## src/rtl/ycbcr_pkg.sv

```systemverilog
// ----------------------------------------------------------------------------
// ycbcr_pkg
// Shared definitions for the multi-standard RGB-to-YCbCr converter:
//   - std_e     : colour-standard encoding (matches the std_sel port values)
//   - coef_t    : signed coefficient type, value x256
//   - COEF_TAB  : [standard][channel Y/Cb/Cr][component R/G/B] coefficients
//   - Y_OFS_STUDIO_8 / C_OFS_8 : luma/chroma offsets at 8-bit scale
//   - is_studio : true for the studio-swing standards (luma offset applied)
// ----------------------------------------------------------------------------
package ycbcr_pkg;

    typedef enum logic [1:0] {
        STD_601_FULL   = 2'd0,
        STD_601_STUDIO = 2'd1,
        STD_709_FULL   = 2'd2,
        STD_709_STUDIO = 2'd3
    } std_e;

    localparam int COEF_W = 10;
    typedef logic signed [COEF_W-1:0] coef_t;

    localparam int CH_Y  = 0;
    localparam int CH_CB = 1;
    localparam int CH_CR = 2;

    localparam coef_t COEF_TAB [4][3][3] = '{
        // BT.601 full range
        '{ '{ 10'sd77,   10'sd150,  10'sd29  },
           '{ -10'sd43,  -10'sd85,  10'sd128 },
           '{ 10'sd128,  -10'sd107, -10'sd21 } },
        // BT.601 studio range
        '{ '{ 10'sd66,   10'sd129,  10'sd25  },
           '{ -10'sd38,  -10'sd74,  10'sd112 },
           '{ 10'sd112,  -10'sd94,  -10'sd18 } },
        // BT.709 full range
        '{ '{ 10'sd54,   10'sd183,  10'sd19  },
           '{ -10'sd29,  -10'sd99,  10'sd128 },
           '{ 10'sd128,  -10'sd116, -10'sd12 } },
        // BT.709 studio range
        '{ '{ 10'sd47,   10'sd157,  10'sd16  },
           '{ -10'sd26,  -10'sd86,  10'sd112 },
           '{ 10'sd112,  -10'sd102, -10'sd10 } }
    };

    localparam logic [7:0] Y_OFS_STUDIO_8 = 8'd16;
    localparam logic [7:0] C_OFS_8        = 8'd128;

    function automatic logic is_studio(input std_e s);
        return (s == STD_601_STUDIO) || (s == STD_709_STUDIO);
    endfunction

endpackage

```

## src/rtl/ycbcr_lane.sv

```systemverilog
// ----------------------------------------------------------------------------
// ycbcr_lane
// One output channel of the converter. Two register stages plus a
// combinational saturator that feeds the top-level stage-3 register:
//   stage 1 : three signed multiplies coef * component
//   stage 2 : sum + (offset << FRAC) + rounding constant
//   comb    : arithmetic shift right by FRAC, clamp to [0, 2^DW-1]
// Ports:
//   clk, rst_n                 clock, async active-low reset
//   i_coef_r/g/b   coef_t      coefficients for the pixel entering stage 1
//   i_r/g/b        [DW-1:0]    input components (unsigned)
//   i_offset       [DW-1:0]    channel offset, aligned with stage-1 products
//   o_sat          [DW-1:0]    rounded, saturated result (valid after stage 2)
// ----------------------------------------------------------------------------
module ycbcr_lane
    import ycbcr_pkg::*;
#(
    parameter int DW   = 8,
    parameter int FRAC = 8
) (
    input  logic          clk,
    input  logic          rst_n,
    input  coef_t         i_coef_r,
    input  coef_t         i_coef_g,
    input  coef_t         i_coef_b,
    input  logic [DW-1:0] i_r,
    input  logic [DW-1:0] i_g,
    input  logic [DW-1:0] i_b,
    input  logic [DW-1:0] i_offset,
    output logic [DW-1:0] o_sat
);

    // Product width: signed coefficient times a zero-extended component.
    localparam int PW = DW + COEF_W + 1;
    localparam int AW = DW + 12;
    localparam logic signed [AW-1:0] ROUND   = AW'(1 << (FRAC - 1));
    localparam logic signed [AW-1:0] SAT_MAX = AW'((1 << DW) - 1);

    logic signed [PW-1:0] w_kr, w_kg, w_kb;
    logic signed [PW-1:0] w_xr, w_xg, w_xb;
    logic signed [PW-1:0] r_prod_r, r_prod_g, r_prod_b;
    logic signed [AW-1:0] w_ofs, w_sum, r_acc, w_shr;

    assign w_kr = PW'(i_coef_r);
    assign w_kg = PW'(i_coef_g);
    assign w_kb = PW'(i_coef_b);
    assign w_xr = PW'({1'b0, i_r});
    assign w_xg = PW'({1'b0, i_g});
    assign w_xb = PW'({1'b0, i_b});

    // NOTE: sequential state uses non-blocking assignments so every register
    // samples the pre-edge value of its neighbours regardless of block order.
    // NOTE: the pipeline registers are reset so that nothing stale can leak
    // to the outputs after a mid-frame reset.
    always_ff @(posedge clk or negedge rst_n) begin
        if (!rst_n) begin
            r_prod_r <= '0;
            r_prod_g <= '0;
            r_prod_b <= '0;
        end else begin
            r_prod_r <= w_kr * w_xr;
            r_prod_g <= w_kg * w_xg;
            r_prod_b <= w_kb * w_xb;
        end
    end

    assign w_ofs = AW'(i_offset) << FRAC;
    assign w_sum = AW'(r_prod_r) + AW'(r_prod_g) + AW'(r_prod_b) + w_ofs + ROUND;

    always_ff @(posedge clk or negedge rst_n) begin
        if (!rst_n) begin
            r_acc <= '0;
        end else begin
            r_acc <= w_sum;
        end
    end

    assign w_shr = r_acc >>> FRAC;

    // NOTE: o_sat gets a default before the branches so no path leaves it
    // unassigned, which would otherwise infer a latch.
    always_comb begin
        o_sat = '0;
        if (w_shr[AW-1]) begin
            o_sat = '0;
        end else if (w_shr > SAT_MAX) begin
            o_sat = '1;
        end else begin
            o_sat = w_shr[DW-1:0];
        end
    end

endmodule

```

## src/rtl/rgb2ycbcr_multistd.sv

```systemverilog
// ----------------------------------------------------------------------------
// rgb2ycbcr_multistd
// RGB to YCbCr converter on a vsync/href pixel stream, four colour standards,
// rounded and saturated outputs, optional 4:2:2 co-sited chroma.
// Fixed 3-cycle latency for data, href and vsync; one pixel per clock.
// Ports:
//   clk, rst_n                          clock, async active-low reset
//   std_sel [1:0]                       standard, captured on vsync rise
//   fmt_422                             0 = 4:4:4, 1 = 4:2:2, captured on vsync rise
//   before_img_vsync / before_img_href  input frame / line syncs
//   before_img_red/green/blue [DW-1:0]  input components
//   after_img_vsync / after_img_href    syncs delayed 3 cycles
//   after_img_Y  [DW-1:0]               luma
//   after_img_Cb [DW-1:0]               Cb (4:4:4) or interleaved Cb/Cr (4:2:2)
//   after_img_Cr [DW-1:0]               Cr (4:4:4) or 0 (4:2:2)
// ----------------------------------------------------------------------------
module rgb2ycbcr_multistd
    import ycbcr_pkg::*;
#(
    parameter int DW   = 8,
    parameter int FRAC = 8
) (
    input  logic          clk,
    input  logic          rst_n,
    input  logic [1:0]    std_sel,
    input  logic          fmt_422,
    input  logic          before_img_vsync,
    input  logic          before_img_href,
    input  logic [DW-1:0] before_img_red,
    input  logic [DW-1:0] before_img_green,
    input  logic [DW-1:0] before_img_blue,
    output logic          after_img_vsync,
    output logic          after_img_href,
    output logic [DW-1:0] after_img_Y,
    output logic [DW-1:0] after_img_Cb,
    output logic [DW-1:0] after_img_Cr
);

    // ------------------------------------------------------------------
    // Mode capture and 4:2:2 phase (input side)
    // ------------------------------------------------------------------
    logic r_vs_prev, r_hs_prev;
    std_e r_std;
    logic r_fmt;
    logic r_phase;

    logic w_vs_rise, w_hs_rise;
    std_e w_std;
    logic w_fmt;
    logic w_phase;

    assign w_vs_rise = before_img_vsync & ~r_vs_prev;
    assign w_hs_rise = before_img_href & ~r_hs_prev;

    // On the rise cycle itself the incoming mode is already in force, so a
    // mode change presented together with the vsync edge is never lost.
    assign w_std   = w_vs_rise ? std_e'(std_sel) : r_std;
    assign w_fmt   = w_vs_rise ? fmt_422 : r_fmt;
    assign w_phase = w_hs_rise ? 1'b0 : r_phase;

    always_ff @(posedge clk or negedge rst_n) begin
        if (!rst_n) begin
            r_vs_prev <= 1'b0;
            r_hs_prev <= 1'b0;
            r_std     <= STD_601_FULL;
            r_fmt     <= 1'b0;
            r_phase   <= 1'b0;
        end else begin
            r_vs_prev <= before_img_vsync;
            r_hs_prev <= before_img_href;
            r_std     <= w_std;
            r_fmt     <= w_fmt;
            if (before_img_href) begin
                r_phase <= ~w_phase;
            end
        end
    end

    // ------------------------------------------------------------------
    // Sync delay lines and per-pixel mode tags
    // ------------------------------------------------------------------
    logic r_s1_vs, r_s1_hs, r_s1_fmt, r_s1_ph;
    std_e r_s1_std;
    logic r_s2_vs, r_s2_hs, r_s2_fmt, r_s2_ph;
    logic r_s3_vs, r_s3_hs;

    always_ff @(posedge clk or negedge rst_n) begin
        if (!rst_n) begin
            r_s1_vs  <= 1'b0;
            r_s1_hs  <= 1'b0;
            r_s1_std <= STD_601_FULL;
            r_s1_fmt <= 1'b0;
            r_s1_ph  <= 1'b0;
            r_s2_vs  <= 1'b0;
            r_s2_hs  <= 1'b0;
            r_s2_fmt <= 1'b0;
            r_s2_ph  <= 1'b0;
            r_s3_vs  <= 1'b0;
            r_s3_hs  <= 1'b0;
        end else begin
            r_s1_vs  <= before_img_vsync;
            r_s1_hs  <= before_img_href;
            r_s1_std <= w_std;
            r_s1_fmt <= w_fmt;
            r_s1_ph  <= w_phase;
            r_s2_vs  <= r_s1_vs;
            r_s2_hs  <= r_s1_hs;
            r_s2_fmt <= r_s1_fmt;
            r_s2_ph  <= r_s1_ph;
            r_s3_vs  <= r_s2_vs;
            r_s3_hs  <= r_s2_hs;
        end
    end

    // ------------------------------------------------------------------
    // Channel lanes. Offsets enter at stage 2, so they follow the stage-1
    // standard tag rather than the live mode.
    // ------------------------------------------------------------------
    logic [DW-1:0] w_y_ofs, w_c_ofs;
    logic [DW-1:0] w_y, w_cb, w_cr;

    assign w_y_ofs = is_studio(r_s1_std) ? (DW'(Y_OFS_STUDIO_8) << (DW - 8)) : '0;
    assign w_c_ofs = DW'(C_OFS_8) << (DW - 8);

    ycbcr_lane #(.DW(DW), .FRAC(FRAC)) u_lane_y (
        .clk      (clk),
        .rst_n    (rst_n),
        .i_coef_r (COEF_TAB[w_std][CH_Y][0]),
        .i_coef_g (COEF_TAB[w_std][CH_Y][1]),
        .i_coef_b (COEF_TAB[w_std][CH_Y][2]),
        .i_r      (before_img_red),
        .i_g      (before_img_green),
        .i_b      (before_img_blue),
        .i_offset (w_y_ofs),
        .o_sat    (w_y)
    );

    ycbcr_lane #(.DW(DW), .FRAC(FRAC)) u_lane_cb (
        .clk      (clk),
        .rst_n    (rst_n),
        .i_coef_r (COEF_TAB[w_std][CH_CB][0]),
        .i_coef_g (COEF_TAB[w_std][CH_CB][1]),
        .i_coef_b (COEF_TAB[w_std][CH_CB][2]),
        .i_r      (before_img_red),
        .i_g      (before_img_green),
        .i_b      (before_img_blue),
        .i_offset (w_c_ofs),
        .o_sat    (w_cb)
    );

    ycbcr_lane #(.DW(DW), .FRAC(FRAC)) u_lane_cr (
        .clk      (clk),
        .rst_n    (rst_n),
        .i_coef_r (COEF_TAB[w_std][CH_CR][0]),
        .i_coef_g (COEF_TAB[w_std][CH_CR][1]),
        .i_coef_b (COEF_TAB[w_std][CH_CR][2]),
        .i_r      (before_img_red),
        .i_g      (before_img_green),
        .i_b      (before_img_blue),
        .i_offset (w_c_ofs),
        .o_sat    (w_cr)
    );

    // ------------------------------------------------------------------
    // Stage 3: output registers and 4:2:2 interleave. The odd pixel of a
    // pair outputs the Cr held from its even partner; an unpaired last even
    // pixel simply never gets its Cr emitted.
    // ------------------------------------------------------------------
    logic [DW-1:0] r_y, r_cb, r_cr, r_cr_hold;

    always_ff @(posedge clk or negedge rst_n) begin
        if (!rst_n) begin
            r_y       <= '0;
            r_cb      <= '0;
            r_cr      <= '0;
            r_cr_hold <= '0;
        end else if (r_s2_hs) begin
            r_y <= w_y;
            if (r_s2_fmt) begin
                r_cr <= '0;
                if (!r_s2_ph) begin
                    r_cb      <= w_cb;
                    r_cr_hold <= w_cr;
                end else begin
                    r_cb <= r_cr_hold;
                end
            end else begin
                r_cb <= w_cb;
                r_cr <= w_cr;
            end
        end else begin
            r_y  <= '0;
            r_cb <= '0;
            r_cr <= '0;
        end
    end

    assign after_img_vsync = r_s3_vs;
    assign after_img_href  = r_s3_hs;
    assign after_img_Y     = r_y;
    assign after_img_Cb    = r_cb;
    assign after_img_Cr    = r_cr;

endmodule
```

## config.mk

```make
export PLATFORM = sky130hd
export DESIGN_NAME = rgb2ycbcr_multistd
export DESIGN_NICKNAME = d
export VERILOG_FILES = /design/src/rtl/ycbcr_pkg.sv /design/src/rtl/ycbcr_lane.sv /design/src/rtl/rgb2ycbcr_multistd.sv
export SDC_FILE = /design/constraint.sdc
export NUM_CORES = 1
export LEC_CHECK = 0
export BUFFER_PORTS_ARGS = -buffer_cell sky130_fd_sc_hd__buf_2
export CAP_MARGIN = 30
export CORE_MARGIN = 2
export CORE_UTILIZATION = 52
export DETAILED_ROUTE_END_ITERATION = 8
export PLACE_DENSITY_LB_ADDON = 0.1
export SLEW_MARGIN = 20
export SYNTH_ARGS = -nofsm -noshare
export SYNTH_HDL_FRONTEND = slang
export SYNTH_HIERARCHICAL = 1
export SYNTH_SLANG_ARGS = --single-unit
```

## constraint.sdc

```tcl
create_clock -name clk -period 8.1 [get_ports clk]
set_clock_uncertainty 0.2 [all_clocks]
set_input_delay 0.405 -clock clk [delete_from_list [all_inputs] [get_ports clk]]
set_output_delay 0.405 -clock clk [all_outputs]
set_load 0.1 [all_outputs]
```

==> results.cfg <==
[route]
drt_iter0_drc = 970
drtAntennaViolNets = 0
wire_per_inst_um = 14.81
via_per_inst = 4.703
drc = 0
vias = 25392
dr.pass1.iters = 5
routed_wl_um = 79940

[min_path]
hold_end = r_s2_ph
hp-start = r_s1_ph
min_path_type = reg -> reg
whs_path_depth = 0

[global_route]
grt.overflow.total = 0
grt_pass1_wl_um = 136900
grt_max_degree = 161
grt_pass1_vias = 26722
grt.total_usage = 0.2213
antenna_found_initial = 7

[yosys]
synth_mux_area_frac = 0.004972
ys_top_cells_by_area = fa_1, dfrtp_1, ha_1
ys.flop_type = dfrtp_1
syn_area_sq_mm = 0.03875
synth.avg_cell_area_sq_um = 9.540
synth-adder-area-share = 0.4853
synth_edf_count = 0
synth_cell_types = 87
synth_area_leader_cell = fa_1
synth-seq-cells = 252
ys_seq_area_frac = 0.1627
synth_compound_area_frac = 0.06593
yosys.cell_count.top_type = inv_1
synth_top_area_frac = 0.3472
synth_top_family_by_area = adder cells
syn-instance-count = 4062
synthXorXnorAreaFrac = 0.04046
yosys_warnings = 6
synthSimpleGateAreaFrac = 0.1343
async_flop_share = 1.000
yosys-top-cells-count = inv_1, fa_1, ha_1, nand2_1, and2_1

[floorplan]
die_y_um = 277.0
die_area_sq_mm = 0.07672
die-width_um = 277.0
num_rows = 100
start_util = 0.5232
core_area_sq_mm = 0.07407
ios = 57

[sta]
finalHoldViolCount = 0
maxSlewHeadroom = 0.3851
layout_min_cycle_time_ns = 6.590
period_share = 0.8135
timing.final.max_slew_violations = 0
rsz0062_at_grt = no
max_freq_mhz = 151.8
worst_pin_slew_ns = 0.9213
setup_violations = 0
fin_tns_setup_ns = 0

[critical_path]
ff2ff_setup_slack_ns = 1.62
required_ns = 8.39
end_kind = flop
rr_worst_depth = 21
crit_type = in -> reg
r2r-end = u_lane_cr/r_prod_g[17]
cp_max_fo = 24
cp-start-kind = input port
arrival_ns = 6.88
worstReg2RegStart = r_s1_vs

[clock_tree]
htree_num_levels = 1
cts_setup_buffers = 0
cts_max_path_buffers = 3
numCtsBuffers = 28
clk_latency_ns = 0.57
cts_sinks = 252
cts-root-buf = clkbuf_16
cts_repair_resize_count = 0
clkTransAtPathRegs_ns = 0.06
cts_tree = yes

[status]
status = finished, final reports clean

[placed_design]
place.gp.congestion = 0.8372
place_area_sq_mm = 0.04135
dp_hpwl_um = 64770
io_buffers = 56

[final_layout]
drive_gt1_frac = 0.04223
syn_to_final_growth_pct = 9.279
nFillCells = 6769
nets = 5541
stdcell_area_sq_mm = 0.04235

[flow_run]
maxCapViolCount = 0
## logic make-up after synthesis
logic type / Yosys count
buf+inv: 1094
simple gates: 1053
fa+ha+maj: 1100
xor+xnor: 179
mux: 17
flops: 252
other cells: 2
compound gates: 365
## flip-flops by register name, indices dropped and copies added, names as in the netlist, 2 cells and up
| name | count |
|---|---|
| after_img_Cb | 8 |
| after_img_Cr | 8 |
| after_img_Y | 8 |
| r_cr_hold | 8 |
| r_s1_std | 2 |
| u_lane_cb/r_acc | 12 |
| u_lane_cb/r_prod_b | 19 |
| u_lane_cb/r_prod_g | 19 |
| u_lane_cb/r_prod_r | 19 |
| u_lane_cr/r_acc | 12 |
| u_lane_cr/r_prod_b | 19 |
| u_lane_cr/r_prod_g | 19 |
| u_lane_cr/r_prod_r | 19 |
| u_lane_y/r_acc | 12 |
| u_lane_y/r_prod_b | 19 |
| u_lane_y/r_prod_g | 19 |
| u_lane_y/r_prod_r | 19 |
## area by class of cell
class / count / area [sq um] / share of cell area
multi-input cells: 3031 / 29540 / 0.6976
flip-flops and latches: 252 / 6306 / 0.1489
inverters: 1018 / 3821 / 0.09023
well taps: 969 / 1212 / 0.02863
clock buffers: 36 / 812.0 / 0.01918
repair buffers: 79 / 505.5 / 0.01194
clock inverters: 12 / 145.1 / 0.003427
diodes: 2 / 5.005 / 0.0001182
## worst max-delay path: stages
cell           delay [ns]
dlygate4sd3_1        0.53
buf_2                0.13
nand2b_1             0.07
buf_4                0.22
mux2_2               0.41
ha_1                 0.66
inv_1                0.39
buf_16               0.27
and2_1               0.16
fa_1                 0.46
fa_1                 0.45
fa_1                 0.51
inv_1                0.05
fa_1                 0.47
inv_1                0.04
ha_1                 0.35
and3_1               0.19
a211oi_1             0.27
nand2_1              0.08
o21ai_1              0.25
o2111ai_1            0.16
a21oi_1              0.19
xnor2_1              0.14
## stage by stage
stage / cells / setup slack (ns) / utilization / hold slack (ns)
finish: 5399 / 1.510 / 0.5717 / 0.1558
floorplan: 4377 / 1.139 / - / -0.09059
CTS: 5397 / 1.540 / 0.5717 / 0.1587
detailed placement: 5345 / 1.480 / 0.5582 / 0.1410
global route: 5398 / 1.120 / 0.5717 / 0.1701
global placement: 5344 / 1.361 / 0.5578 / 0.1414
## worst max path at each step
stage                                   endpoint              from  slack (ns)  cells past startpoint
after floorplan            u_lane_y/r_prod_g[16]  before_img_vsync        1.14                     19
after global placement    u_lane_cr/r_prod_g[17]  before_img_vsync        1.36                     21
after detailed placement  u_lane_cr/r_prod_g[17]  before_img_vsync        1.48                     22
after CTS                 u_lane_cr/r_prod_g[17]  before_img_vsync        1.54                     23
after global routing      u_lane_cr/r_prod_g[17]  before_img_vsync        1.12                     23
final                     u_lane_cr/r_prod_g[17]  before_img_vsync        1.51                     23
## cells in the final DEF, fill, tap and decap left out, types with 18 or more instances in the layout
| cell type | n |
|---|---|
| nor2_1 | 139 |
| clkbuf_16 | 29 |
| dfrtp_1 | 252 |
| a21o_1 | 39 |
| nor3_1 | 20 |
| o21ai_0 | 46 |
| nand3_1 | 22 |
| and2_1 | 373 |
| xnor2_1 | 144 |
| a21oi_1 | 105 |
| xor2_1 | 35 |
| o21a_1 | 35 |
| nor2b_1 | 19 |
| fa_1 | 672 |
| nand2_1 | 416 |
| and3_1 | 18 |
| ha_1 | 428 |
| buf_2 | 55 |
| inv_1 | 1018 |
| conb_1 | 317 |
## metal layers
layer  GRT usage  share of wire  up-vias
li1            -              -    12551
met1      0.3394           0.51    12455
met2      0.3433           0.43      340
met3     0.02944          0.045       44
met4     0.03163          0.010        2
met5           0        0.00011        -
## what timing repair did
action	CTS	global route
hold endpoints to repair	97	0
hold buffers	4	0
endpoints found under the setup margin	0	0
Power is not shown: default switching activity piles up to over one toggle a cycle in this logic, so the estimate is an artifact.
